<file path="config.mk">
export PLATFORM = sky130hd
export DESIGN_NAME = uart_rx_oversampler
export DESIGN_NICKNAME = d
export VERILOG_FILES = /design/src/rtl/uart_rx_pkg.sv /design/src/rtl/rx_sync.sv /design/src/rtl/uart_rx_oversampler.sv
export SDC_FILE = /design/constraint.sdc
export NUM_CORES = 1
export LEC_CHECK = 0
export CAP_MARGIN = 20
export CORE_ASPECT_RATIO = 1.1
export CORE_MARGIN = 5
export CORE_UTILIZATION = 40
export CTS_CLUSTER_SIZE = 10
export DETAILED_ROUTE_END_ITERATION = 10
export PLACE_DENSITY = 0.67
export SLEW_MARGIN = 20
export SYNTH_ARGS = -nofsm -noshare
export SYNTH_HDL_FRONTEND = slang
export SYNTH_SLANG_ARGS = --single-unit
</file>
<file path="constraint.sdc">
create_clock -name clk_os -period 3.13 [get_ports clk_os]
set_input_delay 0.626 -clock clk_os [delete_from_list [all_inputs] [get_ports clk_os]]
set_output_delay 0.626 -clock clk_os [all_outputs]
set_load 0.01 [all_outputs]
</file>
<file path="src/rtl/uart_rx_pkg.sv">
// Shared types and helpers for the oversampling UART RX data sampler.
// Helpers work at a fixed maximum width; callers resize to their own width.
package uart_rx_pkg;

    localparam int MAX_NUM_SAMPLES = 7;
    localparam int OS_MAX_W        = 16;

    typedef enum logic [1:0] {
        OS_IDLE    = 2'd0,
        OS_WAIT    = 2'd1,
        OS_COLLECT = 2'd2,
        OS_HOLD    = 2'd3
    } os_state_t;

    // Centre of the bit period: prescale/2 - 1, one bit wider than prescale.
    function automatic logic [OS_MAX_W:0] os_centre(input logic [OS_MAX_W-1:0] prescale);
        return {2'b00, prescale[OS_MAX_W-1:1]} - (OS_MAX_W+1)'(1);
    endfunction

    function automatic logic os_prescale_legal(input logic [OS_MAX_W-1:0] prescale,
                                               input int                  num_samples);
        return !prescale[0] && (int'(prescale) >= 2*num_samples + 2);
    endfunction

endpackage

</file>
<file path="src/rtl/rx_sync.sv">
// Serial-line synchroniser; STAGES=0 passes the raw line straight through.
// Flops reset to 1 so the line reads idle out of reset.
module rx_sync #(
    parameter int STAGES = 2
) (
    input  logic clk_os,
    input  logic rst_os,
    input  logic rx_os,
    output logic rx_sync_os
);

    if (STAGES == 0) begin : g_bypass
        assign rx_sync_os = rx_os;
    end else begin : g_flops
        logic [STAGES-1:0] sync_q;

        always_ff @(posedge clk_os) begin
            if (!rst_os) sync_q <= '1;
            else         sync_q <= STAGES'({sync_q, rx_os});
        end

        assign rx_sync_os = sync_q[STAGES-1];
    end

endmodule

</file>
<file path="src/rtl/uart_rx_oversampler.sv">
// Majority-vote data sampler: NUM_SAMPLES samples centred on each bit,
// one-cycle valid strobe, noise flag on disagreement, prescale legality flag.
module uart_rx_oversampler
    import uart_rx_pkg::*;
#(
    parameter int PRESCALE_W  = 6,
    parameter int NUM_SAMPLES = 3,
    parameter int SYNC_STAGES = 2
) (
    input  logic                  clk_os,
    input  logic                  rst_os,
    input  logic                  RX_IN_os,
    input  logic [PRESCALE_W-1:0] prescale_os,
    input  logic                  data_samp_en_os,
    input  logic [PRESCALE_W-1:0] edge_count_os,
    output logic                  sampled_bit_os,
    output logic                  sample_valid_os,
    output logic                  noise_err_os,
    output logic                  cfg_err_os
);

    localparam int CW = PRESCALE_W + 1;
    localparam int AW = $clog2(NUM_SAMPLES + 1);
    localparam int H  = (NUM_SAMPLES - 1) / 2;

    localparam logic [1:0] ST_IDLE    = OS_IDLE;
    localparam logic [1:0] ST_WAIT    = OS_WAIT;
    localparam logic [1:0] ST_COLLECT = OS_COLLECT;
    localparam logic [1:0] ST_HOLD    = OS_HOLD;

    logic          rx_s;
    logic [1:0]    state;
    logic          armed;
    logic [AW-1:0] ones, ones_n;
    logic          legal;
    logic [CW-1:0] centre, win_lo, win_hi, edge_x;
    logic          at_zero, capture;

    rx_sync #(.STAGES(SYNC_STAGES)) u_sync (
        .clk_os     (clk_os),
        .rst_os     (rst_os),
        .rx_os      (RX_IN_os),
        .rx_sync_os (rx_s)
    );

    assign legal   = os_prescale_legal(OS_MAX_W'(prescale_os), NUM_SAMPLES);
    assign centre  = CW'(os_centre(OS_MAX_W'(prescale_os)));
    assign win_lo  = centre - CW'(H);
    assign win_hi  = centre + CW'(H);
    assign edge_x  = CW'(edge_count_os);
    assign at_zero = (edge_count_os == '0);

    // A window may only open once armed, so a bit joined mid-way is never voted.
    assign capture = (state == ST_WAIT && armed && edge_x == win_lo) ||
                     (state == ST_COLLECT && !at_zero);
    assign ones_n  = ((state == ST_COLLECT) ? ones : '0) + AW'(rx_s);

    always_ff @(posedge clk_os) begin
        if (!rst_os) begin
            state           <= ST_IDLE;
            armed           <= 1'b0;
            ones            <= '0;
            sampled_bit_os  <= 1'b1;
            sample_valid_os <= 1'b0;
            noise_err_os    <= 1'b0;
            cfg_err_os      <= 1'b0;
        end else begin
            cfg_err_os      <= !legal;
            sample_valid_os <= 1'b0;
            if (!data_samp_en_os || !legal) begin
                state <= ST_IDLE;
                armed <= 1'b0;
                ones  <= '0;
            end else begin
                case (state)
                    ST_IDLE: begin
                        state <= ST_WAIT;
                        armed <= (edge_x < win_lo);
                    end
                    ST_WAIT: if (at_zero) armed <= 1'b1;
                    // edge_count back at 0 mid-collection means the counter resynced
                    ST_COLLECT, ST_HOLD: if (at_zero) begin
                        state <= ST_WAIT;
                        armed <= 1'b1;
                        ones  <= '0;
                    end
                    default: state <= ST_IDLE;
                endcase
                if (capture) begin
                    ones <= ones_n;
                    if (edge_x == win_hi) begin
                        state           <= ST_HOLD;
                        sampled_bit_os  <= (ones_n > AW'(H));
                        sample_valid_os <= 1'b1;
                        noise_err_os    <= (ones_n != '0) && (ones_n != AW'(NUM_SAMPLES));
                    end else begin
                        state <= ST_COLLECT;
                    end
                end
            end
        end
    end

endmodule

</file>
==> flow_summary.ini <==
[setup_path]
critPathSlowestCell = clkdlybuf4s50_1
cpPeakStageDelay_ns = 0.49
path_buf_inv = 2
critPathLaunchType = primary input
crit_family = simple AND/OR/NAND/NOR gates
cp_cell_sequence = clkdlybuf4s50_1 > inv_2 > ha_1 > nor2b_4 > xnor2_2 > nand3_2 > xnor2_2 > ha_1 > nand2_1 > nor3_2 > o31ai_2 > o21ai_2 > nand3_2 > mux2_4
cp-end-kind = flip-flop
critPathKind = in2reg
critPathRequiredTime_ns = 3.28
cp_max_fo = 3
worst-endpoint-arrival_ns = 3.15

[route]
wirelength_um = 2360
antenna_left = 0
post_drt_wl_per_cell_um = 12.8
drt_iter0_drc = 39
drc = 0
drt-pass1-iter-count = 4
vias = 947
detail_route.vias_per_cell = 5.15

[placed_design]
post-place-ws_ns = -0.268
place_area_um2 = 1370
dp.cells = 178
place_congestion = 0.840
io_buffers = 19
dp_hpwl_um = 1900

[clock_tree]
cts_root_buffer = clkbuf_4
cts_tree = yes
clock_path_buffers = 2
h-tree-depth = 1
clock_latency_ns = 0.27
clkTransAtPathRegs_ns = 0.06
numCtsBuffers = 3
cts_sinks = 11

[status]
status = finished clean

[timing]
timing.final.crit_share_pct = 95.9
finalHoldViolCount = 0
fin_ws_ns = 0.130
final_max_slew_viol_count = 0
tns_ns = 0
worst-slew-pin-transition_ns = 0.328
fmax_mhz = 333
setup_viol = 0
period_needed_ns = 3.00
relSlewSlack_pct = 78.0
fin_skew_ns = 0.00559

[synth]
yosys-top-cells-area = dfxtp_1 (21%), ha_1 (16%), xnor2_1 (7.6%)
syn_nets = 142
ys_seq_area_share_pct = 21.3
yosys.area_share.xor_xnor_pct = 14.1
async_flop_share_pct = 0
synth_edf_count = 0
synth.most_common_cell = ha_1
synth_cell_type_count = 42
syn_inst = 113
synthAdderAreaFrac_pct = 15.8
synth_compound_area_share_pct = 16.2
synth_top_family_by_area = simple AND/OR/NAND/NOR gates
synth_top_area_share_pct = 21.3
synth-simple-area-share_pct = 26.9
synth_ff_type = dfxtp_1
synth_common_cells = ha_1 (13), dfxtp_1 (11), nand2_1 (9), xnor2_1 (9), inv_1 (7)
synth_mux_area_share_pct = 2.42
synthesis.area_um2 = 1030
synth_area_leader_cell = dfxtp_1
ys_ff_latch = 11
syn-mean-instance-area_um2 = 9.13
ys.warnings.count = 0

[global_route]
grt_pass1_wl_um = 3930
grt_use_total_pct = 13.2
grt-ovfl-total = 0
grt_max_degree = 9
antenna_found_initial = 0
grt_pass1_vias = 920

[cells_and_area]
fillers = 211
layout-area-overhead-vs-synth_pct = 44.7
final_area_um2 = 1490
fin_cells = 184
nets = 183
post_route_cells_drive_above_1_share_pct = 30.1
antenna_cells = 0

[job]
maxCapViolCount = 0

[floorplan]
initial_core_util_pct = 41.4
io-pin-count = 20
rows = 19
dieArea_um2 = 3700
die_h_um = 63.3
fp.dieW_um = 58.4
coreArea_um2 = 2500

[pwr]
pwr_density_cell_nw_per_um2 = 262
p_leak_nw = 0.586
p_total_mw = 0.392
vdd_drop_max_mv = 0.267

[hold_path]
hold_path_class = reg2reg
## path summary, 6_finish.rpt
kind,startpoint,end,slack [ns],depth (start not counted)
hold reg to reg,u_sync.g_flops.sync_q[0],u_sync.g_flops.sync_q[1],0.41,1
setup / recovery,prescale_os[2],sampled_bit_os,0.13,14
hold / removal,u_sync.g_flops.sync_q[0],u_sync.g_flops.sync_q[1],0.41,1
setup reg to reg,state[1],sampled_bit_os,1.14,7
## metrics by stage
stage | util, % | hold WS [ns]
final | 59.8 | 0.413
after global routing | 59.8 | 0.464
after CTS | 56.1 | 0.421
after detailed placement | 55.0 | 0.403
after global placement | 55.0 | 0.391
after floorplan | - | 0.386
## final cells by class
cell class                 count  area (µm²)  area share, %
multi-input combinational     94         857           57.4
timing repair buffer          37         325           21.8
sequential                    11         220           14.7
tap                           31        38.8           2.60
clock buffer                   4        26.3           1.76
inverter                       7        26.3           1.76
## what timing repair did
item                                   in CTS  in global routing
setup endpoints to repair                   0                  7
hold buffers                                0                  0
gates resized for setup                     0                 14
endpoints found under the hold margin       0                  0
buffers inserted                            0                  2
## logic make-up (layout without fill, tap and decap cells)
| logic type | after synthesis | in the layout |
|---|---|---|
| and+or+nand+nor | 42 | 42 |
| DFF | 11 | 11 |
| muxes | 2 | 2 |
| buffers and inverters | 8 | 48 |
| adders and majority gates | 13 | 13 |
| AOI/OAI and AO/OA | 23 | 23 |
| xor gates and xnor gates | 14 | 14 |
## sequential cells by signal (all words and copies together) (netlist names)
name / cells
ones: 2
state: 2
u_sync.g_flops.sync_q: 2
armed: 1
cfg_err_os: 1
noise_err_os: 1
sample_valid_os: 1
sampled_bit_os: 1
## routing by layer
| metal | up-vias | global-route usage (%) | share of wire [%] |
|---|---|---|---|
| li1 | 489 | - | - |
| met1 | 436 | 17.9 | 47 |
| met2 | 22 | 20.5 | 48 |
| met3 | 0 | 4.08 | 5.6 |
| met4 | 0 | 2.32 | 0 |
| met5 | - | 0 | 0 |
## power by group
group | switching, mW | internal, mW
Clock | 0.0443 | 0.0493
Sequential | 0.00126 | 0.143
Combinational | 0.0696 | 0.0844
Total | 0.115 | 0.277
## worst reg2reg max path, delay by kind of cell, from the launching register on
kind	cells	cell delay, ns
adders and majority gates	2	0.34
and+or+nand+nor	2	0.48
DFF	1	0.45
muxes	1	0.29
xor gates and xnor gates	1	0.22
AOI/OAI and AO/OA	1	0.10
## cells in the final DEF, fill, tap and decap left out, types with 2 or more instances in the layout
| cell | synthesis | final |
|---|---|---|
| nand2b_1 | 5 | 5 |
| nand2_1 | 9 | 9 |
| clkbuf_4 | 0 | 3 |
| nor4_4 | 2 | 2 |
| a31oi_1 | 2 | 2 |
| xnor2_1 | 9 | 6 |
| nor3_1 | 4 | 3 |
| nand3_2 | 1 | 2 |
| a21oi_2 | 1 | 2 |
| nand3b_1 | 3 | 3 |
| dfxtp_1 | 11 | 11 |
| xnor2_2 | 1 | 3 |
| a21oi_1 | 5 | 4 |
| clkdlybuf4s50_1 | 0 | 19 |
| inv_1 | 7 | 6 |
| o21a_1 | 4 | 4 |
| xor2_1 | 3 | 3 |
| nor2b_1 | 3 | 2 |
| o21ai_0 | 2 | 2 |
| buf_4 | 1 | 18 |
| ha_1 | 13 | 12 |
| nor2_1 | 5 | 5 |
Note: power is estimated with default switching activity, not from simulation.
